`config.mk`:
```
export PLATFORM = sky130hd
export DESIGN_NAME = intt_gs2_flat
export DESIGN_NICKNAME = d
export VERILOG_FILES = /design/src/rtl/intt_gs2_pkg.sv /design/src/rtl/intt_gs2_if.sv /design/src/rtl/ModMult.sv /design/src/rtl/ShiftReg.sv /design/src/rtl/intt_gs2_mod_half.sv /design/src/rtl/intt_gs2.sv /design/src/flat_wrapper.sv
export SDC_FILE = /design/constraint.sdc
export NUM_CORES = 2
export LEC_CHECK = 0
export BUFFER_PORTS_ARGS = -buffer_cell sky130_fd_sc_hd__buf_2
export CAP_MARGIN = 5
export CORE_AREA = 3 3 266 268
export CTS_CLUSTER_SIZE = 24
export DETAILED_ROUTE_END_ITERATION = 10
export DIE_AREA = 0 0 269 271
export MAX_ROUTING_LAYER = met4
export PLACE_DENSITY = 0.72
export SYNTH_ARGS = -nofsm -noshare
export SYNTH_HDL_FRONTEND = slang
export SYNTH_HIERARCHICAL = 1
export SYNTH_SLANG_ARGS = --single-unit
```
`constraint.sdc`:
```
create_clock -name clk -period 232.9 [get_ports clk]
set_input_delay 34.935 -clock clk [delete_from_list [all_inputs] [get_ports clk]]
set_output_delay 34.935 -clock clk [all_outputs]
set_load 0.02 [all_outputs]
```
`src/rtl/intt_gs2_pkg.sv`:
```
// Shared widths and pipeline delays for the INTT butterfly datapath.
// Mirrors the values of the common width/delay defines so every file agrees.
package intt_gs2_pkg;

  localparam int DATA_SIZE_ARB = 14;
  localparam int INTMUL_DELAY  = 1;
  localparam int MODRED_DELAY  = 2;

endpackage

```
`src/rtl/intt_gs2_if.sv`:
```
// Operand/result bundle between the coefficient RAM read side and the butterfly.
// Valid-only streaming: in_valid/out_valid/odd_valid qualify data in the same cycle; there is no ready, no stall.
interface intt_gs2_if #(
  parameter int DATA_SIZE = intt_gs2_pkg::DATA_SIZE_ARB
);

  logic                 in_valid;
  logic                 half_en;
  logic [DATA_SIZE-1:0] q;
  logic [DATA_SIZE-1:0] INTTin0;
  logic [DATA_SIZE-1:0] INTTin1;
  logic [DATA_SIZE-1:0] MULin;
  logic [DATA_SIZE-1:0] ADDout;
  logic [DATA_SIZE-1:0] MULout;
  logic                 out_valid;
  logic [DATA_SIZE-1:0] INTToutEVEN;
  logic [DATA_SIZE-1:0] INTToutODD;
  logic                 odd_valid;

  modport master (
    output in_valid, half_en, q, INTTin0, INTTin1, MULin,
    input  ADDout, MULout, out_valid, INTToutEVEN, INTToutODD, odd_valid
  );

  modport slave (
    input  in_valid, half_en, q, INTTin0, INTTin1, MULin,
    output ADDout, MULout, out_valid, INTToutEVEN, INTToutODD, odd_valid
  );

endinterface

```
`src/rtl/ModMult.sv`:
```
// Pipelined modular multiplier c = a*b mod q with a fixed latency of DELAY cycles (DELAY >= 2).
// One register after the integer multiply, then reduction followed by DELAY-1 retimable registers.
module ModMult #(
  parameter int DATA_SIZE = 14,
  parameter int DELAY     = 3
) (
  input  logic                 clk,
  input  logic [DATA_SIZE-1:0] a_i,
  input  logic [DATA_SIZE-1:0] b_i,
  input  logic [DATA_SIZE-1:0] q_i,
  output logic [DATA_SIZE-1:0] c_o
);

  localparam int W = DATA_SIZE;

  logic [2*W-1:0] prod_q;
  logic [W-1:0]   red;
  logic [W-1:0]   pipe_q [DELAY-1];

  // Restoring shift-subtract reduction; the remainder stays below q so 2r+1 fits W+1 bits.
  function automatic logic [W-1:0] mod_reduce(input logic [2*W-1:0] p, input logic [W-1:0] m);
    logic [W:0] r;
    r = '0;
    for (int i = 2*W-1; i >= 0; i--) begin
      r = {r[W-1:0], p[i]};
      if (r >= {1'b0, m}) r = r - {1'b0, m};
    end
    return r[W-1:0];
  endfunction

  // No reset: stale contents are never flagged because valid travels alongside.
  always_ff @(posedge clk) begin
    prod_q <= {{W{1'b0}}, a_i} * {{W{1'b0}}, b_i};
  end

  assign red = mod_reduce(prod_q, q_i);

  always_ff @(posedge clk) begin
    pipe_q[0] <= red;
    for (int i = 1; i < DELAY-1; i++) pipe_q[i] <= pipe_q[i-1];
  end

  assign c_o = pipe_q[DELAY-2];

endmodule

```
`src/rtl/ShiftReg.sv`:
```
// Fixed-depth delay line with asynchronous clear, used to align side data with ModMult.
module ShiftReg #(
  parameter int WIDTH = 1,
  parameter int DEPTH = 1
) (
  input  logic             clk,
  input  logic             rst,
  input  logic [WIDTH-1:0] d_i,
  output logic [WIDTH-1:0] q_o
);

  logic [WIDTH-1:0] stage_q [DEPTH];

  always_ff @(posedge clk or posedge rst) begin
    if (rst) begin
      for (int i = 0; i < DEPTH; i++) stage_q[i] <= '0;
    end else begin
      stage_q[0] <= d_i;
      for (int i = 1; i < DEPTH; i++) stage_q[i] <= stage_q[i-1];
    end
  end

  assign q_o = stage_q[DEPTH-1];

endmodule

```
`src/rtl/intt_gs2_mod_half.sv`:
```
// Combinational x/2 mod q for odd q and x < q; also reusable by the final INTT scaling stage.
module intt_gs2_mod_half #(
  parameter int DATA_SIZE = 14
) (
  input  logic [DATA_SIZE-1:0] x_i,
  input  logic [DATA_SIZE-1:0] q_i,
  output logic [DATA_SIZE-1:0] y_o
);

  logic [DATA_SIZE:0] evened;

  // Odd x plus odd q is even, so the shift is exact and the result stays below q.
  assign evened = {1'b0, x_i} + (x_i[0] ? {1'b0, q_i} : '0);
  assign y_o    = DATA_SIZE'(evened >> 1);

endmodule

```
`src/rtl/intt_gs2.sv`:
```
// Gentleman-Sande inverse-NTT butterfly: sum=(a+b) mod q, prod=((a-b) mod q)*w mod q, optional halving.
// Results appear L = MUL_DELAY+2 cycles after in_valid; the odd (product) leg repeats one cycle later.
module intt_gs2
  import intt_gs2_pkg::*;
#(
  parameter int DATA_SIZE = DATA_SIZE_ARB,
  parameter int MUL_DELAY = INTMUL_DELAY + MODRED_DELAY
) (
  input  logic        clk,
  input  logic        reset,
  intt_gs2_if.slave   bus
);

  localparam int W = DATA_SIZE;

  logic [W:0]   sum_raw;
  logic [W:0]   diff_raw;
  logic [W-1:0] sum_mod;
  logic [W-1:0] diff_mod;
  logic [W-1:0] sum_half;
  logic [W-1:0] diff_half;

  logic [W-1:0] s1_sum_d, s1_sum_q;
  logic [W-1:0] s1_diff_d, s1_diff_q;
  logic [W-1:0] s1_w_q;
  logic         s1_valid_q;

  logic [W-1:0] prod;
  logic [W-1:0] sum_dly;
  logic         valid_dly;

  logic [W-1:0] add_q;
  logic [W-1:0] mul_q;
  logic         out_valid_q;
  logic [W-1:0] odd_q;
  logic         odd_valid_q;

  // Stage S1: modular add/sub at W+1 bits, then optional halving of both legs.
  always_comb begin
    sum_raw  = {1'b0, bus.INTTin0} + {1'b0, bus.INTTin1};
    sum_mod  = (sum_raw >= {1'b0, bus.q}) ? W'(sum_raw - {1'b0, bus.q}) : sum_raw[W-1:0];
    diff_raw = {1'b0, bus.INTTin0} - {1'b0, bus.INTTin1};
    diff_mod = diff_raw[W] ? (diff_raw[W-1:0] + bus.q) : diff_raw[W-1:0];
  end

  intt_gs2_mod_half #(.DATA_SIZE(W)) u_half_sum (
    .x_i (sum_mod),
    .q_i (bus.q),
    .y_o (sum_half)
  );

  intt_gs2_mod_half #(.DATA_SIZE(W)) u_half_diff (
    .x_i (diff_mod),
    .q_i (bus.q),
    .y_o (diff_half)
  );

  always_comb begin
    s1_sum_d  = bus.half_en ? sum_half  : sum_mod;
    s1_diff_d = bus.half_en ? diff_half : diff_mod;
  end

  // Data loads every cycle; only the valid flag qualifies it.
  always_ff @(posedge clk or posedge reset) begin
    if (reset) begin
      s1_sum_q   <= '0;
      s1_diff_q  <= '0;
      s1_w_q     <= '0;
      s1_valid_q <= 1'b0;
    end else begin
      s1_sum_q   <= s1_sum_d;
      s1_diff_q  <= s1_diff_d;
      s1_w_q     <= bus.MULin;
      s1_valid_q <= bus.in_valid;
    end
  end

  // Stage S2: multiplier plus matching delay lines for the sum leg and valid.
  ModMult #(.DATA_SIZE(W), .DELAY(MUL_DELAY)) u_mul (
    .clk (clk),
    .a_i (s1_diff_q),
    .b_i (s1_w_q),
    .q_i (bus.q),
    .c_o (prod)
  );

  ShiftReg #(.WIDTH(W), .DEPTH(MUL_DELAY)) u_sum_dly (
    .clk (clk),
    .rst (reset),
    .d_i (s1_sum_q),
    .q_o (sum_dly)
  );

  ShiftReg #(.WIDTH(1), .DEPTH(MUL_DELAY)) u_valid_dly (
    .clk (clk),
    .rst (reset),
    .d_i (s1_valid_q),
    .q_o (valid_dly)
  );

  // Stages S3 (parallel result) and S4 (odd leg of the serialized pair).
  always_ff @(posedge clk or posedge reset) begin
    if (reset) begin
      add_q       <= '0;
      mul_q       <= '0;
      out_valid_q <= 1'b0;
      odd_q       <= '0;
      odd_valid_q <= 1'b0;
    end else begin
      add_q       <= sum_dly;
      mul_q       <= prod;
      out_valid_q <= valid_dly;
      odd_q       <= mul_q;
      odd_valid_q <= out_valid_q;
    end
  end

  assign bus.ADDout      = add_q;
  assign bus.INTToutEVEN = add_q;
  assign bus.MULout      = mul_q;
  assign bus.out_valid   = out_valid_q;
  assign bus.INTToutODD  = odd_q;
  assign bus.odd_valid   = odd_valid_q;

endmodule
```
`src/flat_wrapper.sv`:
```
// flat-port wrapper written by rule: the top's interface ports become plain ports
module intt_gs2_flat import intt_gs2_pkg::*;
#(
  parameter int DATA_SIZE = DATA_SIZE_ARB,
  parameter int MUL_DELAY = INTMUL_DELAY + MODRED_DELAY
)
  (clk, reset, bus_in_valid, bus_half_en, bus_q, bus_INTTin0, bus_INTTin1, bus_MULin, bus_ADDout, bus_MULout, bus_out_valid, bus_INTToutEVEN, bus_INTToutODD, bus_odd_valid);
  intt_gs2_if #(.DATA_SIZE(DATA_SIZE)) bus_i ();
  input  logic clk;
  input  logic reset;
  input wire logic [$bits(bus_i.in_valid)-1:0] bus_in_valid;
  input wire logic [$bits(bus_i.half_en)-1:0] bus_half_en;
  input wire logic [$bits(bus_i.q)-1:0] bus_q;
  input wire logic [$bits(bus_i.INTTin0)-1:0] bus_INTTin0;
  input wire logic [$bits(bus_i.INTTin1)-1:0] bus_INTTin1;
  input wire logic [$bits(bus_i.MULin)-1:0] bus_MULin;
  output wire logic [$bits(bus_i.ADDout)-1:0] bus_ADDout;
  output wire logic [$bits(bus_i.MULout)-1:0] bus_MULout;
  output wire logic [$bits(bus_i.out_valid)-1:0] bus_out_valid;
  output wire logic [$bits(bus_i.INTToutEVEN)-1:0] bus_INTToutEVEN;
  output wire logic [$bits(bus_i.INTToutODD)-1:0] bus_INTToutODD;
  output wire logic [$bits(bus_i.odd_valid)-1:0] bus_odd_valid;
  assign bus_i.in_valid = bus_in_valid;
  assign bus_i.half_en = bus_half_en;
  assign bus_i.q = bus_q;
  assign bus_i.INTTin0 = bus_INTTin0;
  assign bus_i.INTTin1 = bus_INTTin1;
  assign bus_i.MULin = bus_MULin;
  assign bus_ADDout = bus_i.ADDout;
  assign bus_MULout = bus_i.MULout;
  assign bus_out_valid = bus_i.out_valid;
  assign bus_INTToutEVEN = bus_i.INTToutEVEN;
  assign bus_INTToutODD = bus_i.INTToutODD;
  assign bus_odd_valid = bus_i.odd_valid;
  intt_gs2 #(.DATA_SIZE(DATA_SIZE), .MUL_DELAY(MUL_DELAY)) u_core (.clk(clk), .reset(reset), .bus(bus_i));
endmodule
```
==> results.json <==
{
  "insertion_delay_ns": 0.47,
  "critical_path.max_stage_delay_ns": 0.82,
  "maxCapViolCount": 0,
  "synth-async-reset-ratio_pct": 70.2,
  "syn_to_final_growth_pct": 4.61,
  "start_kind": "primary input",
  "buffer_type_at_the_clock_tree_root": "sky130_fd_sc_hd__clkbuf_16",
  "rsz0062_at_grt": "no",
  "core_area_um2": 68600,
  "drt-pass1-iter-count": 6,
  "min_period_over_period_pct": 58.2,
  "floorplan.initialDensity_pct": 55.0,
  "worstHoldStart": "u_core/u_mul/pipe_q[0][20]",
  "drt_wl_total_um": 106000,
  "drc_errors": 0,
  "rows": 96,
  "crit_required_ns": 233.25,
  "outcome": "completed",
  "fmax_ghz": 0.00738,
  "h-tree-depth": 4,
  "worst_slew_margin_rel_pct": 30.2,
  "port-buffer-count": 117,
  "count_of_flip_flops_with_a_built_in_enable_after_synthesis": 0,
  "ff2ff_path_depth": 465,
  "final_antenna_net_count": 0,
  "worstSetupStartpoint": "bus_q[0]",
  "ios": 118,
  "placement.cell_area_um2": 38900,
  "cts_buffer_depth": 2,
  "worst_clock_skew_ns": 0.0214,
  "worst_pin_slew_ns": 1.04,
  "num-fill-cells": 6296,
  "seq_area_frac_synth_pct": 11.7,
  "cts.sink_count": 188,
  "setup_total_negative_slack_ns": 0,
  "gr-usage-all-layers_pct": 30.0,
  "die_height_um": 271,
  "fraction_of_final_layout_cells_with_drive_strength_greater_than_1_pct": 11.1,
  "period_needed_ns": 135.47,
  "syn_area_per_cell_um2": 8.39,
  "syn_inst": 4496,
  "finalSetupViolCount": 0,
  "grt_first_pass_wirelength_um": 172000,
  "synth.cell_area_um2": 37700,
  "number_of_nets_in_the_synthesized_netlist": 5285,
  "tritoncts": "done",
  "post_cts_setup_driven_buffer_insertion_count": 0,
  "globalplace.congestion": 0.999,
  "final_area_um2": 39500,
  "ys.warnings.count": 6,
  "detail_route.wl_per_cell_um": 19.4,
  "post_cts_hold_buffer_count": 0,
  "num-nets-final": 5308,
  "drt_iter0_drc": 2874,
  "dieArea_um2": 72900,
  "total_cts_buffers": 17,
  "synth_flop_cell": "sky130_fd_sc_hd__dfrtp_1",
  "dieWidth_um": 269,
  "synth_cell_type_count": 128,
  "overflow": 0,
  "final_max_slew_violation_count": 0,
  "clkSlewWorstSetupHoldPaths_ns": 0.08,
  "final-hold-violation-count": 0,
  "yosys_register_bits": 188,
  "critical-path-slowest-cell": "sky130_fd_sc_hd__nor3_2",
  "crit_fanout": 32,
  "maximum_number_of_pins_on_one_net_before_global_route_repair": 58,
  "number_of_global_route_vias_before_repair": 32333,
  "vias": 33160,
  "mostFrequentLayoutCells": "sky130_fd_sc_hd__ha_1 (555), sky130_fd_sc_hd__inv_1 (430), sky130_fd_sc_hd__nand2_1 (367), sky130_fd_sc_hd__a21oi_1 (295), sky130_fd_sc_hd__o21ai_0 (261)",
  "timing.hold.worst_path_depth": 0,
  "number_of_antenna_violations_at_the_first_check_in_global_routing": 6,
  "layout.cells.most_common": "sky130_fd_sc_hd__ha_1",
  "min_path_type": "flop to flop",
  "timing.critical_path.to_type": "flop",
  "place.detailed.hpwl_um": 81500,
  "number_of_gates_resized_after_cts": 0,
  "reg2reg_from": "u_core/u_mul/prod_q[27]",
  "worst_path_arrival_ns": 135.82,
  "timing_worst_setup_path_type": "primary input to flop",
  "detail_route.vias_per_cell": 6.07
}
==> worst max-delay path, delay by kind of cell <==
family | cells | cell delay (ns)
compound gates | 288 | 63.09
fa+ha+maj | 29 | 8.63
simple gates | 112 | 22.07
mux | 11 | 4.12
buf+inv | 25 | 2.85
==> final cells by class <==
type	count	area [um^2]	share of cell area, %
Tap cell	931	1160	2.95
Antenna cell	3	7.51	0.0190
Inverter	434	1630	4.13
Clock inverter	15	184	0.466
Sequential cell	188	4420	11.2
Timing Repair Buffer	140	758	1.92
Multi-Input combinational cell	3738	30900	78.2
Clock buffer	17	425	1.08
==> registers in the layout, indices dropped and copies added, names as in the netlist <==
signal / count
u_core/u_mul/pipe_q: 28
u_core/u_sum_dly/stage_q: 28
u_core/u_valid_dly/stage_q: 2
u_core/s1_valid_q: 1
u_core/u_valid_dly/q_o: 1
u_core/u_sum_dly/q_o: 14
u_core/bus.MULout: 14
u_core/s1_w_q: 14
u_core/s1_sum_q: 14
u_core/bus.odd_valid: 1
u_core/bus.ADDout: 14
u_core/bus.INTToutODD: 14
u_core/u_mul/prod_q: 28
u_core/s1_diff_q: 14
u_core/bus.out_valid: 1
==> kinds of logic (layout without fill, tap and decap cells) <==
group,after synthesis,after routing,share of synthesized area (%)
buffers and inverters,570,606,6.47
xor gates and xnor gates,360,360,8.39
other,0,3,0
adders and majority gates,729,729,27.6
muxes,342,342,10.1
DFF,188,188,11.7
AOI/OAI and AO/OA,1152,1152,20.4
and+or+nand+nor,1155,1155,15.3
==> worst paths after layout <==
check,to,slack (ns)
max,u_core/u_mul/pipe_q[0][1],97.43
min,u_core/bus.MULout[6],0.32
max reg2reg,u_core/u_mul/pipe_q[0][1],131.72
min reg2reg,u_core/bus.MULout[6],0.32
max in group asynchronous,u_core/bus.ADDout[12],197.26
min in group asynchronous,u_core/u_valid_dly/q_o,34.43
==> synth_stat cells, types with 8 or more instances <==
master / n / share of area (%)
sky130_fd_sc_hd__o211a_1: 8 / 0.21
sky130_fd_sc_hd__mux2_4: 18 / 0.72
sky130_fd_sc_hd__mux2_2: 223 / 6.7
sky130_fd_sc_hd__and3_1: 17 / 0.28
sky130_fd_sc_hd__a211oi_1: 35 / 0.70
sky130_fd_sc_hd__nand4_1: 69 / 1.1
sky130_fd_sc_hd__o211ai_1: 23 / 0.46
sky130_fd_sc_hd__o41ai_1: 8 / 0.19
sky130_fd_sc_hd__a21boi_0: 31 / 0.62
sky130_fd_sc_hd__o31ai_1: 25 / 0.50
sky130_fd_sc_hd__a21oi_1: 295 / 3.9
sky130_fd_sc_hd__o2111ai_1: 10 / 0.23
sky130_fd_sc_hd__ha_1: 555 / 18
sky130_fd_sc_hd__o21bai_1: 40 / 0.80
sky130_fd_sc_hd__nand3_1: 32 / 0.42
sky130_fd_sc_hd__o21a_1: 44 / 0.88
sky130_fd_sc_hd__mux2i_1: 97 / 2.6
sky130_fd_sc_hd__buf_6: 13 / 0.39
sky130_fd_sc_hd__a221oi_1: 16 / 0.37
sky130_fd_sc_hd__a21o_1: 177 / 3.5
sky130_fd_sc_hd__dfxtp_1: 56 / 3.0
sky130_fd_sc_hd__nor4_1: 21 / 0.35
sky130_fd_sc_hd__xnor2_1: 205 / 4.8
sky130_fd_sc_hd__nor2_1: 234 / 2.3
sky130_fd_sc_hd__inv_1: 434 / 4.3
sky130_fd_sc_hd__nor3_1: 53 / 0.70
sky130_fd_sc_hd__o21ai_0: 261 / 3.5
sky130_fd_sc_hd__and4_1: 13 / 0.30
sky130_fd_sc_hd__xor2_1: 153 / 3.6
sky130_fd_sc_hd__clkbuf_1: 47 / 0.47
sky130_fd_sc_hd__buf_2: 22 / 0.29
sky130_fd_sc_hd__a211o_1: 14 / 0.32
sky130_fd_sc_hd__nor2b_1: 77 / 1.3
sky130_fd_sc_hd__o31a_1: 9 / 0.21
sky130_fd_sc_hd__buf_4: 47 / 0.93
sky130_fd_sc_hd__dfrtp_1: 132 / 8.8
sky130_fd_sc_hd__nand2b_1: 61 / 1.0
sky130_fd_sc_hd__nand2_1: 367 / 3.6
sky130_fd_sc_hd__or2_2: 8 / 0.13
sky130_fd_sc_hd__or3_1: 22 / 0.36
sky130_fd_sc_hd__fa_1: 174 / 9.2
sky130_fd_sc_hd__and2_1: 138 / 2.3
sky130_fd_sc_hd__a31oi_1: 26 / 0.43
==> routing by layer <==
metal  global-route usage [%]  up-vias  part of all wire [%]
met5                        -        -                     0
met4                     9.14        0                   3.0
li1                         -    15973                     -
met2                     45.3     1273                    43
met3                     4.01      221                   7.9
met1                     41.8    15693                    46
==> stage by stage <==
stage,hold WS (ns),instances,setup slack [ns],utilization (%)
floorplan,0.310,4496,110.59,-
global placement,0.313,5431,101.70,56.7
detailed placement,0.313,5431,98.89,56.7
CTS,0.320,5463,98.99,57.6
global route,0.322,5466,87.86,57.6
finish,0.318,5466,97.43,57.6
Power is not shown: default switching activity piles up to over one toggle a cycle in this logic, so the estimate is an artifact.
